File: config.mk
export PLATFORM = sky130hd
export DESIGN_NAME = conv_pass_sched
export DESIGN_NICKNAME = d
export VERILOG_FILES = /design/src/rtl/conv_pass_sched.sv
export SDC_FILE = /design/constraint.sdc
export NUM_CORES = 1
export LEC_CHECK = 0
export ABC_AREA = 1
export CORE_MARGIN = 2
export CORE_UTILIZATION = 47
export CTS_BUF_LIST = sky130_fd_sc_hd__clkbuf_8
export DETAILED_ROUTE_END_ITERATION = 12
export PLACE_DENSITY = 0.79
export SLEW_MARGIN = 5
export SYNTH_ARGS = -nofsm -noshare
export SYNTH_HDL_FRONTEND = slang
export SYNTH_SLANG_ARGS = --single-unit
File: constraint.sdc
create_clock -name clk -period 2.06 [get_ports clk]
set_input_delay 0.309 -clock clk [delete_from_list [all_inputs] [get_ports clk]]
set_output_delay 0.309 -clock clk [all_outputs]
set_load 0.02 [all_outputs]
File: src/rtl/conv_pass_sched.sv
// conv_pass_sched: frame-level sequencer for the 5x5 convolution engine.
// Runs one pass per kernel: flush engine, stream the image from pixel SRAM
// in raster order, and capture every engine result into the result SRAM
// at kernel*OUT_PER_K + index.
module conv_pass_sched #(
    parameter int word_length   = 8,
    parameter int image_size    = 28,
    parameter int kernel_size   = 5,
    parameter int KW            = 2,
    parameter int IMG_AW        = 10,
    parameter int RES_AW        = 12,
    parameter int DRAIN_TIMEOUT = 1024
) (
    input  logic                     clk,
    input  logic                     rst,
    input  logic                     start,
    input  logic                     abort,
    input  logic [KW:0]              num_kern,
    output logic                     busy,
    output logic                     done,
    output logic                     err,
    output logic                     img_ren,
    output logic [IMG_AW-1:0]        img_addr,
    input  logic [word_length-1:0]   img_rdata,
    output logic                     eng_clr,
    output logic [KW-1:0]            eng_wsel,
    output logic                     eng_in_valid,
    output logic [word_length-1:0]   eng_data_in,
    input  logic                     eng_out_valid,
    input  logic [2*word_length-1:0] eng_result,
    output logic                     res_we,
    output logic [RES_AW-1:0]        res_addr,
    output logic [2*word_length-1:0] res_wdata
);

    localparam int OUT_SIDE  = image_size - (kernel_size - 1);
    localparam int OUT_PER_K = OUT_SIDE * OUT_SIDE;
    localparam int NPIX      = image_size * image_size;
    localparam int OW        = $clog2(OUT_PER_K + 1);
    localparam int TW        = $clog2(DRAIN_TIMEOUT + 1);

    localparam logic [IMG_AW-1:0] LAST_PIX = IMG_AW'(NPIX - 1);
    localparam logic [OW-1:0]     OUT_FULL = OW'(OUT_PER_K);
    localparam logic [TW-1:0]     TO_MAX   = TW'(DRAIN_TIMEOUT);
    localparam logic [KW:0]       NK_ONE   = (KW+1)'(1);
    localparam logic [KW:0]       NK_MAX   = (KW+1)'(2**KW);

    typedef enum logic [2:0] {
        S_IDLE, S_CLEAR, S_FEED, S_DRAIN, S_NEXT, S_DONE
    } state_t;

    state_t                   state_reg, state_next;
    logic [KW:0]              nk_reg, nk_clamped;
    logic [KW-1:0]            kidx_reg;
    logic [IMG_AW-1:0]        pix_cnt_reg;
    logic [OW-1:0]            out_cnt_reg;
    logic [TW-1:0]            to_cnt_reg;
    logic                     err_reg;
    logic                     eng_in_valid_reg;
    logic                     res_we_reg;
    logic [RES_AW-1:0]        res_addr_reg;
    logic [RES_AW-1:0]        res_addr_calc;
    logic [2*word_length-1:0] res_wdata_reg;
    logic                     kidx_last, out_full, timed_out, in_pass, capture;

    // Clamp the requested kernel count into 1 .. 2**KW
    always_comb begin
        nk_clamped = num_kern;
        if (num_kern == '0)
            nk_clamped = NK_ONE;
        else if (num_kern > NK_MAX)
            nk_clamped = NK_MAX;
    end

    assign kidx_last     = ({1'b0, kidx_reg} == (nk_reg - NK_ONE));
    assign out_full      = (out_cnt_reg == OUT_FULL);
    assign timed_out     = (to_cnt_reg == TO_MAX);
    assign in_pass       = (state_reg == S_FEED) || (state_reg == S_DRAIN);
    // Abort kills a capture in the same cycle; one already registered finishes.
    assign capture       = in_pass && eng_out_valid && (out_cnt_reg < OUT_FULL) && !abort;
    assign res_addr_calc = RES_AW'(kidx_reg) * RES_AW'(OUT_PER_K) + RES_AW'(out_cnt_reg);

    // State register
    always_ff @(posedge clk or posedge rst) begin
        if (rst)
            state_reg <= S_IDLE;
        else
            state_reg <= state_next;
    end

    // Next-state logic; abort outranks every other transition outside IDLE
    always_comb begin
        state_next = state_reg;
        if (abort && (state_reg != S_IDLE)) begin
            state_next = S_IDLE;
        end else begin
            case (state_reg)
                S_IDLE:  if (start) state_next = S_CLEAR;
                S_CLEAR: state_next = S_FEED;
                S_FEED:  if (pix_cnt_reg == LAST_PIX) state_next = S_DRAIN;
                S_DRAIN: if (out_full || timed_out) state_next = S_NEXT;
                S_NEXT:  state_next = kidx_last ? S_DONE : S_CLEAR;
                S_DONE:  state_next = S_IDLE;
                default: state_next = S_IDLE;
            endcase
        end
    end

    // State-decoded outputs
    always_comb begin
        busy    = (state_reg != S_IDLE);
        done    = (state_reg == S_DONE);
        img_ren = (state_reg == S_FEED);
        eng_clr = (state_reg == S_CLEAR);
    end

    // Counters, kernel index, error flag, pixel strobe and result capture
    always_ff @(posedge clk or posedge rst) begin
        if (rst) begin
            nk_reg           <= NK_ONE;
            kidx_reg         <= '0;
            pix_cnt_reg      <= '0;
            out_cnt_reg      <= '0;
            to_cnt_reg       <= '0;
            err_reg          <= 1'b0;
            eng_in_valid_reg <= 1'b0;
            res_we_reg       <= 1'b0;
            res_addr_reg     <= '0;
            res_wdata_reg    <= '0;
        end else begin
            eng_in_valid_reg <= img_ren && !abort;
            res_we_reg       <= capture;
            if (capture) begin
                res_addr_reg  <= res_addr_calc;
                res_wdata_reg <= eng_result;
                out_cnt_reg   <= out_cnt_reg + OW'(1);
            end
            case (state_reg)
                S_IDLE: begin
                    if (start) begin
                        nk_reg   <= nk_clamped;
                        kidx_reg <= '0;
                        err_reg  <= 1'b0;
                    end
                end
                S_CLEAR: begin
                    pix_cnt_reg <= '0;
                    out_cnt_reg <= '0;
                    to_cnt_reg  <= '0;
                end
                S_FEED: begin
                    pix_cnt_reg <= pix_cnt_reg + IMG_AW'(1);
                end
                S_DRAIN: begin
                    if (eng_out_valid)
                        to_cnt_reg <= '0;
                    else if (!timed_out)
                        to_cnt_reg <= to_cnt_reg + TW'(1);
                    if (timed_out && !out_full && !abort)
                        err_reg <= 1'b1;
                end
                S_NEXT: begin
                    if (!kidx_last && !abort)
                        kidx_reg <= kidx_reg + KW'(1);
                end
                default: ;
            endcase
        end
    end

    assign err          = err_reg;
    assign img_addr     = pix_cnt_reg;
    assign eng_wsel     = kidx_reg;
    assign eng_in_valid = eng_in_valid_reg;
    // Pixel path is combinational from the SRAM; held at zero between strobes.
    assign eng_data_in  = eng_in_valid_reg ? img_rdata : '0;
    assign res_we       = res_we_reg;
    assign res_addr     = res_addr_reg;
    assign res_wdata    = res_wdata_reg;

endmodule

==> implementation parameters <==
Parameter                              Value

Global route
  Remaining Overflow, GRT    0
  Met2 global-route usage    a little over a third
  Most crowded layer after global routing    met2
  First-pass GRT wire length    14.8 mm
  Met1 usage    roughly 27%
  Fraction of met3 tracks used by global routing    under 10%
  Initial antenna violation count    0
  All-Layer GR Usage    21.2%
  Pin count of the biggest net entering global routing    39
  Via count of the first global-routing pass    about 3.3k

STA
  Final worst-path setup slack    roughly 0.11 ns
  Final hold viol count    0
  Relative max-transition margin    roughly 66%
  Post-route worst hold slack    between 0.3 and 0.4 ns
  Worst clock skew    between 0.009 and 0.01 ns
  RSZ-0062 raised after global routing    false
  Endpoints failing setup    0
  Accumulated negative setup slack    0 ns
  Portion of the clock cycle consumed by the worst path in the final layout    between 90 and 100%
  Max-slew violations    0
  Actual slew at the worst max-slew pin    0.512 ns
  Period minus WS final    roughly 2.0 ns
  Highest clock frequency the design can meet    a little over 500 MHz

Power
  Reported leakage power    approximately 2.4 nW
  Max VDD drop    0.531 mV
  Ratio of total power to cell area    around 1100 nW/um^2
  Total power    around 5.3 mW

Finish
  Area grow syn2layout    33.1%
  Final nets    approximately 610
  Fin util    about 64%
  Design Area, Final    a little under 5000 um^2
  Antenna diode count    0
  Number of cells in the finished layout apart from fillers    about 680
  Max reg flops    16
  Fraction of final layout cells sized beyond drive strength 1    around 7.5%

Setup path
  Type of the worst setup path    flip-flop to output pin
  Required @ worst endpoint    about 1.8 ns
  Critical Path Fanout Max    6
  Sort of element at the end of the critical path    output pin
  Critical Path Source    state_reg[1]
  Data arrival time of the critical path    ~1.6 ns
  Beginning of the worst register-to-register path    eng_wsel[0]
  Element type at the critical path start    flip-flop

Detailed routing
  Detailed Route WL    approximately 8.5 mm
  Detailed-routing iteration count for the pre-antenna-repair pass    4
  Drt via density    about 5
  Number of DRC markers after the initial detailed-route iteration    142
  Number of nets still failing antenna checks after routing    0
  Number of remaining DRC errors    0
  Avg WL per Cell    roughly 13 um
  Vias after detailed routing    ~3.4k

Synthesis
  Synth Cell Area    between 3000 and 4000 um^2
  Most used DFF post-synth    dfrtp_1
  Post-synthesis cell count    roughly 480
  Count of unique library cells instantiated by Yosys    35
  Seq/Total Area, Yosys    between 40 and 50%
  Number of flops mapped to enable cells by yosys    0
  Yosys synthesis warning count    0
  Synthesized Nets    519
  FF+latch count, synth    70
  Post-Synthesis Mean Instance Area    between 7 and 8 um^2
  Share of flip-flops with an asynchronous set or reset after synthesis    100%

Floorplan
  Die X-Extent    92.6 um
  Total I/O pin count    87
  Die Span Y    approximately 90 um
  Area of the placeable core    about 7600 um^2
  Die outline area    between 8000 and 9000 um^2
  Std cell rows    32
  Initial cell density of the core    48.2%

CTS
  Latest clock arrival within the worst-skew pair    0.34 ns
  Number of hold buffers added after CTS    0
  Number of CTS-inserted buffers    9
  # clock sinks    70
  Number of buffers between clock root and the deepest sink    2
  Library cell used as clock root buffer    clkbuf_8
  Buffers inserted by post-CTS timing repair    0
  CTS H-tree depth    3
  TritonCTS clock tree    done
  Clock-pin slew on the worst setup and hold paths    about 0.08 ns

Place
  Placed Instance Area    4690 um^2
  Routability-driven placement congestion ratio    0.902
  Number of buffer cells added on primary ports    86
  Worst slack at placement    around 0.19 ns
  Final HPWL from detailed placement    roughly 6.3 mm
  Post-Place Cells    662

Worst hold path
  Tightest Hold Check Type    primary input to async pin

Job
  Max cap viols    0

Run status
  Run status    finished, final reports clean
==> cell type report <==
type,count,area [um^2]
timing repair buffer,93,936
fill,659,2740
tap,102,128
clock inverter,6,86.3
inverter,72,275
clock buffer,10,138
multi-input combinational,325,1590
sequential,70,1750
==> worst max-delay path, cell delays in order (launching register included) <==
cell and delay (ns):
dfrtp_1 0.44, nor2_1 0.19, nand2_2 0.12, clkdlybuf4s50_1 0.56
==> Yosys cell counts, types with 3 or more instances <==
cell type    n  area [um^2]
xor2_1       6         52.6
o211ai_1     3         22.5
ha_1         9          113
buf_2        4         20.0
a21oi_1      7         35.0
o21ai_2      5         43.8
o21ai_1      4         20.0
nor3_1       6         30.0
inv_1       65          244
inv_2        6         22.5
nand2_1    146          548
dfrtp_1     69         1730
o21ai_0     32          160
buf_6        3         33.8
nand3_1     32          160
nand4_1     20          125
nor2_1      38          143
nand2_2      3         18.8
==> where the power goes <==
group	total (mW)	internal [mW]	switching [mW]
combinational	2.15	0.894	1.25
clock	1.25	0.713	0.535
sequential	1.92	1.69	0.228
total	5.31	3.29	2.02
==> what timing repair did <==
| item | 4_1_cts | 5_1_grt |
|---|---|---|
| hold endpoints to repair | 0 | 0 |
| endpoints found under the setup margin | 2 | 0 |
| gates resized for setup | 2 | 0 |
==> routing by layer <==
layer,part of all wire (%),wire length [um]
met1,45,3850
met2,49,4200
met4,1.1,91
met5,0,0
met3,4.6,389
==> logic make-up (layout without fill, tap and decap cells) <==
group	after synthesis	count (layout)	synth area share [%]
buffers and inverters	82	181	9.26
flip-flops	70	70	47.5
AO/OA/AOI/OAI	57	57	8.89
AND/OR/NAND/NOR	250	250	28.8
XOR/XNOR	8	8	1.90
adder cells (fa/ha/maj)	10	10	3.60
==> placed cells by master (no fill, tap or decap), drive strengths merged <==
| cell type | n |
|---|---|
| a21oi | 7 |
| a22o | 1 |
| a32o | 1 |
| buf | 7 |
| bufinv | 2 |
| clkbuf | 10 |
| clkdlybuf4s50 | 84 |
| clkinv | 4 |
| clkinvlp | 1 |
| dfrtp | 69 |
| dfstp | 1 |
| dlygate4sd2 | 2 |
| fa | 1 |
| ha | 9 |
| inv | 71 |
| nand2 | 149 |
| nand3 | 32 |
| nand4 | 20 |
| nor2 | 40 |
| nor3 | 6 |
| nor4 | 1 |
| o211ai | 3 |
| o21a | 1 |
| o21ai | 41 |
| o22ai | 2 |
| o31ai | 1 |
| or2 | 2 |
| xnor2 | 2 |
| xor2 | 6 |
==> path summary, 6_finish.rpt <==
check                                 to  slack [ns]  depth (start not counted)
min reg2reg                  res_addr[7]        0.48                          2
max reg2reg                 res_addr[10]        0.28                          7
min in group clk             res_addr[7]        0.48                          2
min                        res_wdata[15]        0.35                          2
max                                 busy        0.11                          3
max in group asynchronous      nk_reg[0]        1.17                          3
Note: power is estimated with default switching activity, not from simulation.
